===== src/rtl/vpu_src_port_burst_ctrl.sv =====
// VPU source port: one fetch command -> sequential bank-interleaved SRAM reads into the operand FIFO.
// Define VPU_SRC_PORT_PERF_CNT_EN to add saturating stall/beat performance counters.
module vpu_src_port_burst_ctrl #(
  parameter int DATA_W         = 256,
  parameter int BANK_CNT_LG2   = 2,
  parameter int BANK_DEPTH_LG2 = 12,
  parameter int LEN_W          = 4,
  parameter int MAX_OUTST      = 4,
  parameter int SPACE_W        = 5
) (
  input  logic                                 clk,
  input  logic                                 rst,
  input  logic                                 cmd_valid_i,
  output logic                                 cmd_ready_o,
  input  logic [BANK_CNT_LG2+BANK_DEPTH_LG2-1:0] cmd_addr_i,
  input  logic [LEN_W-1:0]                     cmd_len_i,
  output logic                                 done_o,
  output logic                                 sram_req_o,
  input  logic                                 sram_ack_i,
  output logic [BANK_CNT_LG2-1:0]              sram_rid_o,
  output logic [BANK_DEPTH_LG2-1:0]            sram_addr_o,
  output logic                                 sram_reb_o,
  output logic                                 sram_rlast_o,
  input  logic [DATA_W-1:0]                    sram_rdata_i,
  input  logic                                 sram_rvalid_i,
  input  logic [SPACE_W-1:0]                   fifo_space_i,
  output logic [DATA_W-1:0]                    fifo_wdata_o,
  output logic                                 fifo_wren_o,
`ifdef VPU_SRC_PORT_PERF_CNT_EN
  output logic [31:0]                          perf_stall_cnt_o,
  output logic [31:0]                          perf_beat_cnt_o,
`endif
  output logic                                 err_o
);
  localparam int ADDR_W = BANK_CNT_LG2 + BANK_DEPTH_LG2;
  localparam int OUT_W  = $clog2(MAX_OUTST + 1);

  typedef enum logic [1:0] {S_IDLE, S_ISSUE, S_DRAIN} state_t;

  state_t                      r_state;
  state_t                      w_state_nxt;
  logic [ADDR_W-1:0]           r_base;
  logic [LEN_W-1:0]            r_len;
  logic [LEN_W-1:0]            r_beat;
  logic [OUT_W-1:0]            r_outst;
  logic                        r_req;
  logic [BANK_CNT_LG2-1:0]     r_rid;
  logic [BANK_DEPTH_LG2-1:0]   r_row;
  logic                        r_rlast;
  logic                        r_err;

  logic                        w_ack;
  logic                        w_wren;
  logic                        w_gate;
  logic                        w_last;
  logic [ADDR_W-1:0]           w_baddr;
  logic [OUT_W-1:0]            w_outst_nxt;

  assign w_ack       = r_req & sram_ack_i;
  assign w_wren      = sram_rvalid_i & (r_outst != '0);
  // each outstanding read already owns one FIFO slot
  assign w_gate      = (32'(r_outst) < 32'(MAX_OUTST)) &&
                       (32'(r_outst) < 32'(fifo_space_i));
  assign w_last      = (r_beat == r_len);
  assign w_baddr     = r_base + ADDR_W'(r_beat);
  assign w_outst_nxt = r_outst + OUT_W'(w_ack) - OUT_W'(w_wren);

  always_ff @(posedge clk) begin
    if (rst) r_state <= S_IDLE;
    else     r_state <= w_state_nxt;
  end

  always_comb begin
    w_state_nxt = r_state;
    unique case (r_state)
      S_IDLE:  if (cmd_valid_i)        w_state_nxt = S_ISSUE;
      S_ISSUE: if (w_ack && w_last)    w_state_nxt = S_DRAIN;
      S_DRAIN: if (w_outst_nxt == '0)  w_state_nxt = S_IDLE;
      default:                         w_state_nxt = S_IDLE;
    endcase
  end

  always_comb begin
    cmd_ready_o = (r_state == S_IDLE);
    done_o      = (r_state == S_IDLE);
    fifo_wren_o = w_wren;
  end

  always_ff @(posedge clk) begin
    if (rst) begin
      r_base  <= '0;
      r_len   <= '0;
      r_beat  <= '0;
      r_outst <= '0;
      r_req   <= 1'b0;
      r_rid   <= '0;
      r_row   <= '0;
      r_rlast <= 1'b0;
      r_err   <= 1'b0;
    end else begin
      if (r_state == S_IDLE && cmd_valid_i) begin
        r_base <= cmd_addr_i;
        r_len  <= cmd_len_i;
        r_beat <= '0;
      end
      // request drops for a cycle after each ack, then the gate is re-checked
      if (r_state == S_ISSUE) begin
        if (w_ack) begin
          r_req   <= 1'b0;
          r_rid   <= '0;
          r_row   <= '0;
          r_rlast <= 1'b0;
          r_beat  <= r_beat + 1'b1;
        end else if (!r_req && w_gate) begin
          r_req   <= 1'b1;
          r_rid   <= w_baddr[BANK_CNT_LG2-1:0];
          r_row   <= w_baddr[ADDR_W-1:BANK_CNT_LG2];
          r_rlast <= w_last;
        end
      end
      r_outst <= w_outst_nxt;
      if (sram_rvalid_i && r_outst == '0) r_err <= 1'b1;
    end
  end

  assign sram_req_o   = r_req;
  assign sram_reb_o   = ~r_req;
  assign sram_rid_o   = r_rid;
  assign sram_addr_o  = r_row;
  assign sram_rlast_o = r_rlast;
  assign fifo_wdata_o = sram_rdata_i;
  assign err_o        = r_err;

`ifdef VPU_SRC_PORT_PERF_CNT_EN
  logic [31:0] r_stall_cnt;
  logic [31:0] r_beat_cnt;
  logic        w_stall;

  assign w_stall = (r_state == S_ISSUE) &&
                   (r_req ? !sram_ack_i : !w_gate);

  always_ff @(posedge clk) begin
    if (rst) begin
      r_stall_cnt <= '0;
      r_beat_cnt  <= '0;
    end else begin
      if (w_stall && r_stall_cnt != '1) r_stall_cnt <= r_stall_cnt + 1'b1;
      if (w_wren && r_beat_cnt != '1)   r_beat_cnt  <= r_beat_cnt + 1'b1;
    end
  end

  assign perf_stall_cnt_o = r_stall_cnt;
  assign perf_beat_cnt_o  = r_beat_cnt;
`endif
endmodule


===== config.mk =====
export PLATFORM = sky130hd
export DESIGN_NAME = vpu_src_port_burst_ctrl
export DESIGN_NICKNAME = d
export VERILOG_FILES = /design/src/rtl/vpu_src_port_burst_ctrl.sv
export SDC_FILE = /design/constraint.sdc
export NUM_CORES = 1
export LEC_CHECK = 0
export CAP_MARGIN = 10
export CORE_AREA = 2 2 219 221
export DETAILED_ROUTE_END_ITERATION = 8
export DIE_AREA = 0 0 221 223
export GPL_TIMING_DRIVEN = 0
export PLACE_DENSITY = 0.41
export SLEW_MARGIN = 20
export SYNTH_ARGS = -nofsm -noshare
export SYNTH_HDL_FRONTEND = slang
export SYNTH_SLANG_ARGS = --single-unit

===== constraint.sdc =====
create_clock -name clk -period 4.1 [get_ports clk]
set_input_delay 0.82 -clock clk [delete_from_list [all_inputs] [get_ports clk]]
set_output_delay 0.82 -clock clk [all_outputs]
set_load 0.05 [all_outputs]

==> metrics.md, run 1 <==
| Metric | Value |
|---|---|
| Outcome | completed |
| Cts bufs inserted | 5 |
| DIE AREA | 49280 um2 |
| Sw power | 1.142 mW |
| Via count | about 4200 |
| Most common flop cell mapped by yosys | dfxtp_1 |
| Worst setup SP type | input port |
| Syn_nets | 815 |
| Final worst-path cycle share | 77.19% |
| Post-Synthesis Cells | 520 |
| Top post-synthesis cells by area | buf_4 (47%), dfxtp_1 (22%), a21oi_1 (4.8%) |
| Hold Path Class | flop to flop |
| Wire length per cell | 11.82 um |
| GR peak layer | met2 |
| # IOs | between 500 and 600 |
| Lkg Pwr | 3.268 nW |
| Worst vdd ir | 0.0001474 V |
| Vias in the first global route | 4016 |
| Clock share of power | 17.4% |
| Critical Path Sink Type | output port |
| Sequential fraction of the synthesis area | approximately 22% |
| Die Ht | 223 um |
| Setup violators final | 0 |
| Critical path type | input port to output port |
| Syn Area/Cell | 7.846 um2 |
| DRT Pass-1 Iters | 4 |
| Bufs on Longest Clock Path | 2 |
| Share of layout cells above drive strength 1 | 33.05% |
| Final std cells w/o fill | 1447 |
| Setup Skew | 7.740 ps |
| Root buffer cell | clkbuf_16 |
| Met3 Track Usage GR | 2.621% |
| Yosys warning total | 0 |
| Chip width | between 200 and 250 um |
| Peak Freq | 0.3160 GHz |
| Crit Path Max Fanout | 2 |
| Dpl cells | around 1400 |
| Setup WS post-layout | 935.1 ps |
| DP Wirelength | approximately 16 mm |
| CTS sink cnt | 44 |
| First-pass GRT wire length | 23.79 mm |
| Sw frac | 45.60% |
| GRT overflow | 0 |
| Drt total wl | 17.10 mm |
| Largest net degree at the start of global routing | 13 |
| Req. time, crit path | around 3300 ps |
| Unique masters post-synth | 39 |
| Reg power frac | ~22% |
| Site Rows | 80 |
| Worst-path clk slew | 60 ps |
| Area leader, netlist | buf_4 |
| DR DRC count | 0 |
| Met1 Track Usage GR | 6.093% |
| CTS tree | done |
| RSZ-0062 raised after global routing | false |
| Combinational share of power | 60.4% |
| Iter 0 DRT Violations | a little under 60 |
| Max_slew headroom | 56.97% |
| Most numerous cell in the Yosys netlist | buf_4 |
| Final slew viol count | 0 |
| Worst-Margin Slew | 643.0 ps |
| Via density per instance | 2.922 |
| GR Layer Usage met2 | 12.00% |
| Internal power | 1.363 mW |
| Post-synth top area share | between 40% and 50% |
| Post-cts sizing count | 0 |
| Final nets | 1125 |
| Post-route ant nets | 0 |
| Starting Density | approximately 8.7% |
| Synth cell count leaders | buf_4 (257), nand2_1 (46), dfxtp_1 (44) |
| Worst-Skew Late Latency | approximately 280 ps |
| Max Cap Viol | 0 |
| Cell area after synthesis | 4080 um2 |
| GR Util All Layers | 6.312% |
| Synthesis-to-finish area growth | 97.18% |
| H-tree levels | 2 |
| #FFs+latches synth | 44 |
| Gpl congestion | 0.7604 |
| Worst EP arrival | 2340 ps |
| Post-CTS Setup Repair Bufs | 0 |
| PD cells | 311.3 nW/um2 |
| Setup TNS | 0 ps |
| Worst slack, placed | 837.8 ps |
| Tot Pwr | 2.505 mW |
| Tmin final | 3165 ps |
| Final hold vios | 0 |
| Core box area | approximately 47000 um2 |
| Antenna violations before repair | 15 |
| Async S/R FF share, synth | 0% |
| CTS Hold Buffers Added | 0 |
| IO buf count | 303 |
| EDFF count, synth | 0 |
## state kept, by name (all words and copies together) (netlist names)
register      cells
sram_rid_o        2
sram_addr_o      12
r_base           14
r_outst           3
err_o             1
sram_req_o        1
r_beat            4
sram_rlast_o      1
r_len             4
r_state           2
## layer usage
layer / vias up / part of all wire [%]
met5: - / 0.77
met4: 24 / 2.4
met3: 37 / 10
met2: 279 / 53
met1: 1835 / 33
li1: 2053 / -
## critical path, cell delays in order
cell             delay (ps)
clkdlybuf4s50_1         470
nor2b_1                 190
clkdlybuf4s50_1         860
## cell usage in the layout, fill, tap and decap left out, types with 2 or more instances in the layout
master,instances
buf_4,257
a211oi_1,7
a311oi_1,2
nand4_1,3
o21ai_0,5
inv_1,11
nand2b_1,6
clkbuf_1,7
xnor2_1,9
clkdlybuf4s50_1,303
nor3_1,5
or2_2,2
ha_1,9
clkbuf_16,5
or3_1,3
xor2_1,4
fa_1,2
a21oi_1,39
nor2b_1,4
diode_2,3
dfxtp_1,44
nand3_1,15
nand2_1,46
buf_2,5
nand4b_1,3
nor2_1,16
## area by class of cell
type / instances / area, um2
well taps: 615 / 769.5
fillers: 5274 / 39100
multi-input cells: 196 / 1177
flip-flops and latches: 44 / 880.8
diodes: 3 / 7.507
clock inverters: 1 / 30.03
clock buffers: 5 / 125.1
repair buffers: 303 / 3033
inverters: 11 / 41.29
plain buffers: 269 / 1981
## power groups by stage
stage | Sequential (mW) | Clock (mW) | Combinational (mW)
final | 0.556 | 0.437 | 1.51
after global routing | 0.567 | 0.470 | 1.60
after CTS | 0.559 | 0.456 | 1.54
after detailed placement | 0.569 | 0 | 1.53
after global placement | 0.567 | 0 | 1.54
after floorplan | 0.627 | 0 | 1.01
## logic make-up after synthesis
| logic type | count (synthesis) | share of synthesized area [%] |
|---|---|---|
| xor gates and xnor gates | 13 | 2.791 |
| DFF | 44 | 21.59 |
| AOI/OAI and AO/OA | 63 | 9.630 |
| buffers and inverters | 280 | 49.56 |
| and+or+nand+nor | 109 | 12.70 |
| adders and majority gates | 11 | 3.741 |
## metrics by stage
step | cell area [um2] | utilization, % | hold slack [ps]
floorplan | 4080 | - | 440.6
global placement | 7883 | 16.72 | 458.4
detailed placement | 7883 | 16.72 | 461.4
CTS | 8038 | 17.05 | 469.8
global route | 8040 | 17.05 | 489.8
finish | 8045 | 17.06 | 465.5
## final timing paths
check	from	end	slack, ps	depth (start not counted)
worst max-delay path	sram_rvalid_i	fifo_wren_o	940	3
worst min-delay path	sram_addr_o[0]$_SDFFE_PP0P_	sram_addr_o[0]$_SDFFE_PP0P_	470	2
worst max register to register	sram_req_o$_SDFFE_PP0P_	r_state[1]$_SDFFE_PP0P_	1570	10
worst min register to register	sram_addr_o[0]$_SDFFE_PP0P_	sram_addr_o[0]$_SDFFE_PP0P_	470	2
No activity file was read; power rests on OpenSTA's default activity.
==> inputs of run 2 (changes only) <==
--- a/config.mk
+++ b/config.mk
@@ -6,9 +6,9 @@
 export NUM_CORES = 1
 export LEC_CHECK = 0
 export CAP_MARGIN = 10
-export CORE_AREA = 2 2 219 221
+export CORE_AREA = 2 2 221 223
 export DETAILED_ROUTE_END_ITERATION = 8
-export DIE_AREA = 0 0 221 223
+export DIE_AREA = 0 0 223 225
 export GPL_TIMING_DRIVEN = 0
 export PLACE_DENSITY = 0.41
 export SLEW_MARGIN = 20
==> constraint.sdc (replaced) <==
create_clock -name clk -period 3.2 [get_ports clk]
set_input_delay 0.64 -clock clk [delete_from_list [all_inputs] [get_ports clk]]
set_output_delay 0.64 -clock clk [all_outputs]
set_load 0.05 [all_outputs]
==> run 2 against run 1 <==
Power increased by 31%. Setup slack worse by 600 ps. Global-route usage up 0.10 points. Sequential cell count did not move. Critical path depth unchanged. Clock skew about the same. First-iteration DRC count is 19% lower. Register-to-register slack worse by 920 ps. Clock power grew 43%. Core utilization down 0.096 points. Critical path type unchanged.
==> metrics.md, run 2 (synthesis results as in run 1) <==
| Metric | Value |
|---|---|
| Outcome | completed |
| CTS sink cnt | 44 (unchanged) |
| Peak Freq | 0.3487 GHz |
| Sw power | 1.487 mW (+30%) |
| Synthesis-to-finish area growth | 97.73% |
| Final nets | 1125 (unchanged) |
| Sw frac | 45.28% (-0.32 points) |
| Leading cell type in the layout, fill and taps excluded | clkdlybuf4s50_1 |
| Post-cts sizing count | 0 (unchanged) |
| Critical path type | input port to output port |
| Delay-heaviest family, CP | buffers and inverters |
| Setup violators final | 0 (unchanged) |
| Req. time, crit path | 2560 ps (-720 ps) |
| Cts bufs inserted | 5 (unchanged) |
| CP Cell Sequence | clkdlybuf4s50_1 > nor2b_1 > clkdlybuf4s50_1 |
| Final hold vios | 0 (unchanged) |
| DIE AREA | 50180 um2 (+1.8%) |
| First-pass GRT wire length | 24.14 mm (+1.5%) |
| Root buffer cell | clkbuf_16 |
| Die Ht | 225 um (+0.90%) |
| GRT overflow | 0 (unchanged) |
| Max FFs per register | 14 (unchanged) |
| Via count | 4146 (-1.9%) |
| Drt total wl | 17.96 mm (+5.0%) |
| Fillers | 5315 (+0.78%) |
| Final slew viol count | 0 (unchanged) |
| Chip width | 223 um (+0.90%) |
| # IOs | 561 (unchanged) |
| Worst setup SP type | input port |
| Via density per instance | 2.865 (-1.9%) |
| Site Rows | 80 (unchanged) |
| Max Cap Viol | 0 (unchanged) |
| Crit Path Max Fanout | 2 (unchanged) |
| Commonest non-fill, non-tap cells in the layout | clkdlybuf4s50_1 (303), buf_4 (257), nand2_1 (46), dfxtp_1 (44), a21oi_1 (39) |
| Worst Hold Depth | 2 (unchanged) |
| Worst EP arrival | 2230 ps (-110 ps) |
| DRT Pass-1 Iters | 4 (unchanged) |
| Post-CTS Setup Repair Bufs | 0 (unchanged) |
| Share of layout cells above drive strength 1 | 33.21% (+0.16 points) |
| Wire length per cell | 12.41 um (+5.0%) |
| CTS tree | done |
| H-tree levels | 2 (unchanged) |
| Setup Skew | 7.632 ps (-0.1085 ps) |
| Gpl congestion | 0.6908 (-9.2%) |
| CP most frequent cell | clkdlybuf4s50_1 |
| CTS Hold Buffers Added | 0 (unchanged) |
| WP buf/inv | 2 (unchanged) |
| Path depth of the worst reg2reg path | 10 (unchanged) |
| RSZ-0062 raised after global routing | false |
| Post-route ant nets | 0 (unchanged) |
| Crit-path slowest cell | clkdlybuf4s50_1 |
| Lkg Pwr | 3.282 nW (+0.44%) |
| IO buf count | 303 (unchanged) |
| Critical Path Sink Type | output port |
| Largest Register | r_base |
| DP Wirelength | 16.36 mm (+4.1%) |
| Antenna violations before repair | 13 (-2) |
| Final worst-path cycle share | 89.61% |
| Vias in the first global route | 4036 (+0.50%) |
| Clock share of power | 19.0% (+1.6 points) |
| Reg power frac | 21.8% (-0.4 points) |
| CP Depth | 3 (unchanged) |
| Starting Density | 8.582% (-0.073 points) |
| Worst-Margin Slew | 645.7 ps (+2.675 ps) |
| Largest net degree at the start of global routing | 14 (+1) |
| Iter 0 DRT Violations | 47 (-19%) |
| GR Util All Layers | 6.412% (+0.10 points) |
| Tmin final | 2868 ps |
| Core box area | 47550 um2 (+0.85%) |
| Max_slew headroom | 56.82% (-0.15 points) |
| Internal power | 1.797 mW (+32%) |
| PD cells | 407.1 nW/um2 (+31%) |
| Hold Path Class | flop to flop |
| Combinational share of power | 59.2% (-1.2 points) |
| DR DRC count | 0 (unchanged) |
| Worst vdd ir | 0.0001945 V (+32%) |
| CP max stage delay | 870 ps (about the same) |
| Worst-path clk slew | 60 ps (about the same) |
| Bufs on Longest Clock Path | 2 (unchanged) |
| Tot Pwr | 3.284 mW (+31%) |
| Fin util | 16.97% (-0.096 points) |
| Worst-Skew Late Latency | 290 ps (about the same) |
| Setup TNS | 0 ps (unchanged) |
-- run 2: cell types whose count changed in the layout (fill, tap and decap cells not counted), sizes merged --
cell,previous run,this run
diode,3,1
clkbuf,12,14
-- run 2: through the flow --
step | hold slack (ps) | instance area (um2) | cells | setup slack (ps)
CTS | 466.7 | 8065 | 1446 | 291.4
global placement | 455.1 | 7883 | 1438 | 155.4
global route | 485.5 | 8065 | 1446 | 255.4
detailed placement | 456.6 | 7883 | 1438 | 123.8
finish | 462.6 | 8068 | 1447 | 332.4
floorplan | 440.6 | 4080 | 520 | 178.6
-- run 2: per-layer routing --
layer	GRT usage, %	wire (um)
met1	5.666	5586
met2	12.97	10110
met3	2.973	1967
met4	1.494	146
met5	0	149
-- run 2: power groups by stage --
stage / combinational [mW] / clock [mW] / sequential [mW]
floorplan: 1.29 / 0 / 0.804
global placement: 1.97 / 0 / 0.728
detailed placement: 1.97 / 0 / 0.731
CTS: 1.98 / 0.644 / 0.718
global route: 2.06 / 0.660 / 0.732
finish: 1.94 / 0.625 / 0.715
-- run 2: worst register-to-register path: cells and delay by family (launching register included) --
family | cells | cell delay [ps]
AO/OA/AOI/OAI | 1 | 260
AND/OR/NAND/NOR | 3 | 420
buffers and inverters | 1 | 40
flip-flops | 1 | 590
XOR/XNOR | 2 | 290
adder cells (fa/ha/maj) | 3 | 870
-- run 2: worst paths after layout --
| check | start | end | slack, ps |
|---|---|---|---|
| max | sram_rvalid_i | fifo_wren_o | 330 |
| max reg2reg | sram_req_o$_SDFFE_PP0P_ | r_state[1]$_SDFFE_PP0P_ | 650 |
| min reg2reg | r_base[2]$_SDFFE_PP0P_ | r_base[2]$_SDFFE_PP0P_ | 460 |
| min | r_base[2]$_SDFFE_PP0P_ | r_base[2]$_SDFFE_PP0P_ | 460 |
-- run 2: layout make-up --
type | count | area (um2) | share of cell area [%]
Inverter | 11 | 41.29 | 0.5118
Timing Repair Buffer | 303 | 3033 | 37.59
Clock inverter | 1 | 30.03 | 0.3722
Antenna cell | 1 | 2.502 | 0.03102
Buffer | 269 | 1981 | 24.55
Tap cell | 615 | 769.5 | 9.538
Sequential cell | 44 | 880.8 | 10.92
Multi-Input combinational cell | 196 | 1177 | 14.59
Clock buffer | 7 | 152.6 | 1.892
==> inputs of run 3 (changes only) <==
--- a/config.mk
+++ b/config.mk
@@ -5,6 +5,7 @@
 export SDC_FILE = /design/constraint.sdc
 export NUM_CORES = 1
 export LEC_CHECK = 0
+export ABC_CLOCK_PERIOD_IN_PS = 3200
 export CAP_MARGIN = 10
 export CORE_AREA = 2 2 221 223
 export DETAILED_ROUTE_END_ITERATION = 8
==> results of run 3 <==
Same layout as run 2: the final DEF is identical, and so are final timing and power.
